### src/rtl/gslcd_fb_rd_responder.sv
// AXI4 read-only responder that returns a framebuffer test pattern: each beat's
// data is its byte address XOR a seed, with configurable AR latency and beat gaps.
module gslcd_fb_rd_responder #(
    parameter int          C_S_AXI_ID_WIDTH   = 1,
    parameter int          C_S_AXI_ADDR_WIDTH = 32,
    parameter int          C_S_AXI_DATA_WIDTH = 32,
    parameter logic [31:0] C_PATTERN_SEED     = 32'h0000_0000,
    parameter int          C_AR_LATENCY       = 1,
    parameter int          C_BEAT_GAP         = 0
) (
    input  logic                          s00_axi_aclk,
    input  logic                          s00_axi_aresetn,
    input  logic [C_S_AXI_ID_WIDTH-1:0]   s00_axi_arid,
    input  logic [C_S_AXI_ADDR_WIDTH-1:0] s00_axi_araddr,
    input  logic [7:0]                    s00_axi_arlen,
    input  logic [2:0]                    s00_axi_arsize,
    input  logic [1:0]                    s00_axi_arburst,
    input  logic                          s00_axi_arvalid,
    output logic                          s00_axi_arready,
    output logic [C_S_AXI_ID_WIDTH-1:0]   s00_axi_rid,
    output logic [31:0]                   s00_axi_rdata,
    output logic [1:0]                    s00_axi_rresp,
    output logic                          s00_axi_rlast,
    output logic                          s00_axi_rvalid,
    input  logic                          s00_axi_rready,
    output logic [31:0]                   beat_count
);

    typedef enum logic [1:0] {S_IDLE, S_LAT, S_BEAT, S_GAP} state_t;

    localparam logic [C_S_AXI_ADDR_WIDTH-1:0] ADDR_STEP = C_S_AXI_ADDR_WIDTH'(4);
    localparam logic [3:0] LAT_LOAD = 4'(C_AR_LATENCY - 1);
    localparam logic [3:0] GAP_LOAD = 4'(C_BEAT_GAP - 1);

    state_t                          state, state_nxt;
    logic                            rdy_en;
    logic [C_S_AXI_ID_WIDTH-1:0]     id_q;
    logic [C_S_AXI_ADDR_WIDTH-1:0]   addr_q;
    logic [7:0]                      len_q;
    logic [7:0]                      idx_q;
    logic                            fixed_q;
    logic                            err_q;
    logic [3:0]                      cnt_q;
    logic                            ar_hs, r_hs, last_beat;

    assign ar_hs     = s00_axi_arvalid & s00_axi_arready;
    assign r_hs      = s00_axi_rvalid & s00_axi_rready;
    assign last_beat = (idx_q == len_q);

    always_ff @(posedge s00_axi_aclk or negedge s00_axi_aresetn) begin
        if (!s00_axi_aresetn) state <= S_IDLE;
        else                  state <= state_nxt;
    end

    always_comb begin
        state_nxt = state;
        case (state)
            S_IDLE: if (ar_hs) state_nxt = S_LAT;
            S_LAT:  if (cnt_q == 4'd0) state_nxt = S_BEAT;
            S_BEAT: if (r_hs) begin
                if (last_beat)          state_nxt = S_IDLE;
                else if (C_BEAT_GAP > 0) state_nxt = S_GAP;
                else                    state_nxt = S_BEAT;
            end
            S_GAP:  if (cnt_q == 4'd0) state_nxt = S_BEAT;
            default: state_nxt = S_IDLE;
        endcase
    end

    // Outputs are gated by rvalid so they read as zero outside a beat and during reset.
    always_comb begin
        s00_axi_arready = (state == S_IDLE) && rdy_en;
        s00_axi_rvalid  = (state == S_BEAT);
        s00_axi_rlast   = s00_axi_rvalid && last_beat;
        s00_axi_rresp   = (s00_axi_rvalid && err_q) ? 2'b10 : 2'b00;
        s00_axi_rdata   = (s00_axi_rvalid && !err_q) ? (32'(addr_q) ^ C_PATTERN_SEED) : 32'h0;
        s00_axi_rid     = id_q;
    end

    // arready is held off until the first edge after reset release.
    always_ff @(posedge s00_axi_aclk or negedge s00_axi_aresetn) begin
        if (!s00_axi_aresetn) rdy_en <= 1'b0;
        else                  rdy_en <= 1'b1;
    end

    always_ff @(posedge s00_axi_aclk or negedge s00_axi_aresetn) begin
        if (!s00_axi_aresetn) begin
            id_q    <= '0;
            addr_q  <= '0;
            len_q   <= '0;
            idx_q   <= '0;
            fixed_q <= 1'b0;
            err_q   <= 1'b0;
            cnt_q   <= '0;
        end else begin
            case (state)
                S_IDLE: if (ar_hs) begin
                    id_q    <= s00_axi_arid;
                    addr_q  <= s00_axi_araddr;
                    len_q   <= s00_axi_arlen;
                    idx_q   <= '0;
                    fixed_q <= (s00_axi_arburst == 2'b00);
                    err_q   <= (s00_axi_arsize != 3'b010) || s00_axi_arburst[1];
                    cnt_q   <= LAT_LOAD;
                end
                S_LAT, S_GAP: if (cnt_q != 4'd0) cnt_q <= cnt_q - 4'd1;
                S_BEAT: if (r_hs) begin
                    idx_q <= idx_q + 8'd1;
                    if (!fixed_q) addr_q <= addr_q + ADDR_STEP;
                    if (C_BEAT_GAP > 0) cnt_q <= GAP_LOAD;
                end
                default: ;
            endcase
        end
    end

    always_ff @(posedge s00_axi_aclk or negedge s00_axi_aresetn) begin
        if (!s00_axi_aresetn) beat_count <= '0;
        else if (r_hs)        beat_count <= beat_count + 32'd1;
    end

endmodule

### config.mk
export PLATFORM = sky130hd
export DESIGN_NAME = gslcd_fb_rd_responder
export DESIGN_NICKNAME = d
export VERILOG_FILES = /design/src/rtl/gslcd_fb_rd_responder.sv
export SDC_FILE = /design/constraint.sdc
export NUM_CORES = 1
export LEC_CHECK = 0
export BUFFER_PORTS_ARGS = -buffer_cell sky130_fd_sc_hd__buf_2
export CORE_MARGIN = 2
export CORE_UTILIZATION = 37
export CTS_BUF_LIST = sky130_fd_sc_hd__clkbuf_8 sky130_fd_sc_hd__clkbuf_16
export CTS_CLUSTER_SIZE = 30
export DETAILED_ROUTE_END_ITERATION = 16
export GPL_TIMING_DRIVEN = 0
export REMOVE_ABC_BUFFERS = 1
export SYNTH_ARGS = -nofsm -noshare
export SYNTH_HDL_FRONTEND = slang
export SYNTH_SLANG_ARGS = --single-unit
### constraint.sdc
create_clock -name s00_axi_aclk -period 2.66 [get_ports s00_axi_aclk]
set_input_delay 0.133 -clock s00_axi_aclk [delete_from_list [all_inputs] [get_ports s00_axi_aclk]]
set_output_delay 0.133 -clock s00_axi_aclk [all_outputs]
set_load 0.02 [all_outputs]
---- Word level (Yosys, flattened, before mapping) ----
Cells that the tools add are included.
cells by class
  mux-type cells .......................... 17
  bitwise gates (word level) .............. 2
  eq/ne operators ......................... 10
  reductions and logical operators ........ 18
  $add $sub $neg .......................... 4
operators by type and width
  cell                     number
  $mux W32                 4
  $pmux W32 S2             1
  $add A32 B1 Y32 const B  1
  $add A32 B3 Y32 const B  1
  $mux W8                  2
  $pmux W8 S2              1
  $mux W2                  5
  $reduce_and A3 Y1        3
  $add A8 B1 Y8 const B    1
  $eq A8 B8 Y1             1
  $mux W4                  2
  $pmux W4 S2              1
  $ne A2 B1 Y1 const B     3
  $pmux W2 S3              1
  $eq A2 B2 Y1 const B     2
  $logic_and A1 B1 Y1      4
  $logic_not A2 Y1         2
  $logic_not A4 Y1         1
  $ne A2 B2 Y1 const B     2
  $reduce_and A4 Y1        1
  $reduce_bool A2 Y1       2
  $reduce_bool A4 Y1       1
  $sub A4 B1 Y4 const B    1
  $ne A3 B2 Y1 const B     1
  other kinds (6)          7
storage, ports and cells
  bits in registers ....................... 90
  bits of input ports ..................... 50
  word-level logic and storage cells ...... 61
  output and inout bits ................... 70

---- Logic depth before layout (Yosys ltp) ----
  depth in word-level cells ............... 5
  gate-level depth with buffers ........... 9
  depth with buffers taken out ............ 7

---- Least setup slack after synthesis ----
No wires, ideal clock.
  path type ............................... register -> register
  from .................................... register addr_q[2]
  to ...................................... register addr_q[26]
  arrival ................................. 1853 ps
  path slack .............................. 736 ps
  cell stages (with the launch flop) ...... 7
  cell sequence ........................... dfrtp_1 -> ha_1 -> nand3_1 -> nor4_4 -> nand4_1 -> or4_1 -> nand4_1
between the ends
  cells in the longest elaborated chain, start to end .. 4
RTL lines
  what                    line  source
  start, declared         38    logic [C_S_AXI_ADDR_WIDTH-1:0] addr_q;
  start signal, assigned  99    addr_q <= s00_axi_araddr;
  start signal, assigned  109   if (!fixed_q) addr_q <= addr_q + ADDR_STEP;
  $add A32 B3 Y32         109
  $mux W32                109
  $mux W32                107   S_BEAT: if (r_hs) begin
  $pmux W32 S2            96    case (state)
No other way between the ends. The select of a mux whose other input is x is not followed.
A chain may end at the register's enable or synchronous reset.

---- Worst setup path in the final report ----
  from .................................... register state[1]
  to ...................................... register cnt_q[1]
between the ends
  cells in the longest elaborated chain, start to end .. 5
RTL lines
  what                         line    source
  start, declared              35      state_t state, state_nxt;
  start signal, assigned       52      else state <= state_nxt;
  $logic_not A2 Y1             72, 96
  $logic_and A1 B1 Y1          72      s00_axi_arready = (state == S_IDLE) && rdy_en;
  $and A1 B1 Y1                46      assign ar_hs = s00_axi_arvalid & s00_axi_arready;
  $ne A2 B2 Y1 (no line)       --
  $reduce_and A3 Y1 (no line)  --
  end signal, assigned         106     S_LAT, S_GAP: if (cnt_q != 4'd0) cnt_q <= cnt_q - 4'd1;
  end, declared                43      logic [3:0] cnt_q;
Parallel ways exist; a longest one is shown, timed or not.

==> impl_results.md <==
- Status: completed
- Routability Congestion: 0.788
- Sequential area share after synthesis: 0.458
- Worst Hold Path Cells: 2
- Routed wire per std cell: between 15 and 20 um
- R2R Setup Slk: ~0.24 ns
- Antenna violations before repair: 0
- Post-route cell area: just over 6000 um^2
- Area contributors post-synth: dfrtp_1 46%, nand2_1 6.7%, xnor2_1 5.7%
- Ys Warns: 0
- Postcts setup bufs: 0
- Highest clock rate: approximately 410 MHz
- Clk_skew: around 0.0063 ns
- Yosys reg bits: 90
- Final WS setup: between 0.2 and 0.25 ns
- Dpl cell area: 5700 um^2
- Fin. Hold Viols: 0
- Iter 0 DRT Violations: between 300 and 400
- CTS H-tree depth: 3
- Reg area: roughly 2300 um^2
- CP endpoint kind: flip-flop
- CTS tree: done
- Slew Viols, Final: 0
- Reg2reg end: cnt_q[1]$_DFFE_PN0P_
- # rows: between 40 and 50
- # DRC: 0
- Slew HR: 0.376
- Worst Reg-to-Reg Cells: 5
- Crit-path max FO: 18
- Top cell type's share of synthesized area: 0.458
- Core area: 13,100 um^2
- Final ANT Viol Nets: 0
- Layout area overhead: 24.7%
- Multi-input logic area: about 2500 um^2
- Nets: 727
- Worst vdd ir: roughly 0.00054 V
- CP required: roughly 2.9 ns
- Detailed-route wire length: between 10,000 and 15,000 um
- Asr flop ratio synth: 1.00
- Hold-critical path endpoint: addr_q[25]$_DFFE_PN0P_
- Synthesized instance count: approximately 550
- Number of max-cap violations: 0
- Drt pass-1 iters: 5
- Buffers on Ports: around 120
- Die W: about 120 um
- Pwr/cell area: between 1000 and 1500 nW/um^2
- Die H: approximately 120 um
- Synth unique cells: 56
- First-pass GRT wire length: between 20,000 and 25,000 um
- Clock slew at reported path FFs: 0.07 ns
- Final min period: 2.42 ns
- GRT Total Usage: 0.191
- DIE AREA: about 14,000 um^2
- RSZ-0062 raised after global routing: no
- RR Startpoint: state[1]$_DFFE_PN0P_
- Layout cell share with drive strength beyond 1: 0.223
- Starting density of the core: 0.376
- Arrival time worst endpoint: between 2 and 3 ns
- Tot Pwr: 0.00616 W
- GRT overflow: 0
- Root Buffer: clkbuf_16
- Via count: roughly 4,500
- Sink Count: 90
- Launch point of the worst hold path: s00_axi_araddr[25]
- Ant diodes: 0
- Netlist Area Pre-Place: ~4900 um^2
- CP startpoint: state[1]$_DFFE_PN0P_
- Critical path class: reg2reg
- Worst setup SP type: flip-flop
- Largest net degree at the start of global routing: 47
- Fillers: around 1,300
- Deepest clock path buffer count: 2
- Worst-Margin Slew: between 0.9 and 1 ns
- Endpoints failing setup: 0
- Clk Latency, worst-skew pair: about 0.35 ns
- Via density: about 5.3
- Vias in the first global route: ~4,400
- Synth area leader: dfrtp_1
- Leakage Power: a little under 3 nW
- Number of flops mapped to enable cells by yosys: 0
- Most used flip-flop cell after synthesis: dfrtp_1
- Setup WS pre-CTS: -1.66 ns
- HP Class: in2reg
- Final period util: 0.908
- CTS Buf Count: 9
- Syn_area_per_cell: about 9 um^2
- Detailed Place HPWL: 8880 um
- IO Count: 120
## what timing repair did
| action | in CTS | in global routing |
|---|---|---|
| endpoints found under the setup margin | 86 | 0 |
| endpoints found under the hold margin | 56 | 0 |
| hold buffers | 14 | 0 |
| resized for setup | 5 | 0 |
## area by class of cell
type / count / share of cell area
Timing Repair Buffer: 135 / 0.130
Tap cell: 176 / 0.0359
Multi-Input combinational cell: 422 / 0.413
Inverter: 12 / 0.00755
Timing Repair inverter: 2 / 0.00143
Sequential cell: 90 / 0.367
Clock buffer: 9 / 0.0367
Clock inverter: 6 / 0.00735
## worst max-delay path by stage
stage               slack, ns                endpoint  cells past startpoint
finish                   0.24    cnt_q[1]$_DFFE_PN0P_                      5
global route             0.03    cnt_q[1]$_DFFE_PN0P_                      5
CTS                      0.26       s00_axi_rdata[29]                      4
detailed placement      -1.66  addr_q[24]$_DFFE_PN0P_                      5
global placement        -1.98  addr_q[27]$_DFFE_PN0P_                      5
floorplan               -0.43  addr_q[27]$_DFFE_PN0P_                      5
## metrics by stage
| stage | instances | TNS, ns | hold WS [ns] | utilization |
|---|---|---|---|---|
| floorplan | 524 | -11.29 | -0.163 | - |
| global placement | 818 | -95.10 | 0.318 | 0.429 |
| detailed placement | 821 | -60.78 | 0.207 | 0.435 |
| CTS | 852 | 0 | 0.0187 | 0.468 |
| global route | 852 | 0 | 0.0303 | 0.468 |
| finish | 852 | 0 | 0.0226 | 0.468 |
## logic make-up after synthesis
kind of cell | share of synthesized area
AO/OA/AOI/OAI | 0.117
XOR/XNOR | 0.0784
adder cells (fa/ha/maj) | 0.0127
buffers and inverters | 0.0331
flip-flops | 0.458
multiplexers | 0.00407
other | 0.00153
AND/OR/NAND/NOR | 0.295
## report_power, final
part           internal (W)  leakage [nW]  switching [W]
Sequential          0.00174          1.14       0.000530
Clock              0.000632         0.129       0.000576
Combinational      0.000977          1.69        0.00171
Total               0.00335          2.96        0.00282
## per-layer routing
metal	vias up	wire length, um	global-route usage
met2	121	5910	0.287
met5	-	0	0
met3	18	572	0.0321
li1	2193	-	-
met4	0	243	0.0714
met1	2193	6480	0.275
## critical path, stage by stage, from the launching register on
cell,delay (ns)
dfrtp_1,0.49
nand3b_1,0.31
a21oi_4,0.56
nand2_1,0.56
nand3_1,0.24
o21ai_0,0.11
## cells in the mapped netlist, types with 4 or more instances
master / count
nand2_1: 88
nand4_1: 19
nor3_1: 17
or3_1: 4
dfrtp_1: 90
and3_1: 13
ha_1: 5
buf_2: 6
and2_1: 31
or4_1: 4
and4_1: 5
a21oi_1: 34
nor2_1: 39
clkbuf_1: 17
nand3_1: 35
a211oi_1: 4
o21ai_0: 22
o22ai_1: 6
inv_1: 11
xnor2_1: 32
xor2_1: 12
## sequential cells by signal, summed over array words and instances, names as in the netlist, 2 cells and up
signal / count
addr_q: 32
beat_count: 32
cnt_q: 4
idx_q: 8
len_q: 8
state: 2
## cells in the final DEF, fill, tap and decap left out, types with 3 or more instances in the layout
cell           instances
nand3b_1               3
nor3_1                16
or4_1                  4
nor4_4                 3
a311oi_1               3
and4_1                 5
xor2_1                12
clkbuf_16              9
a21oi_1               33
nand2_1               88
o22ai_1                6
o31ai_1                3
buf_2                117
nand4_1               19
and3_1                13
nor4_1                 3
inv_1                 12
xnor2_1               32
dfrtp_1               90
dlygate4sd3_1         14
a31oi_1                3
o21ai_0               22
a211oi_1               4
ha_1                   5
and2_1                31
or3_1                  4
nor2_1                38
nand3_1               35
Note: power is estimated with default switching activity, not from simulation.
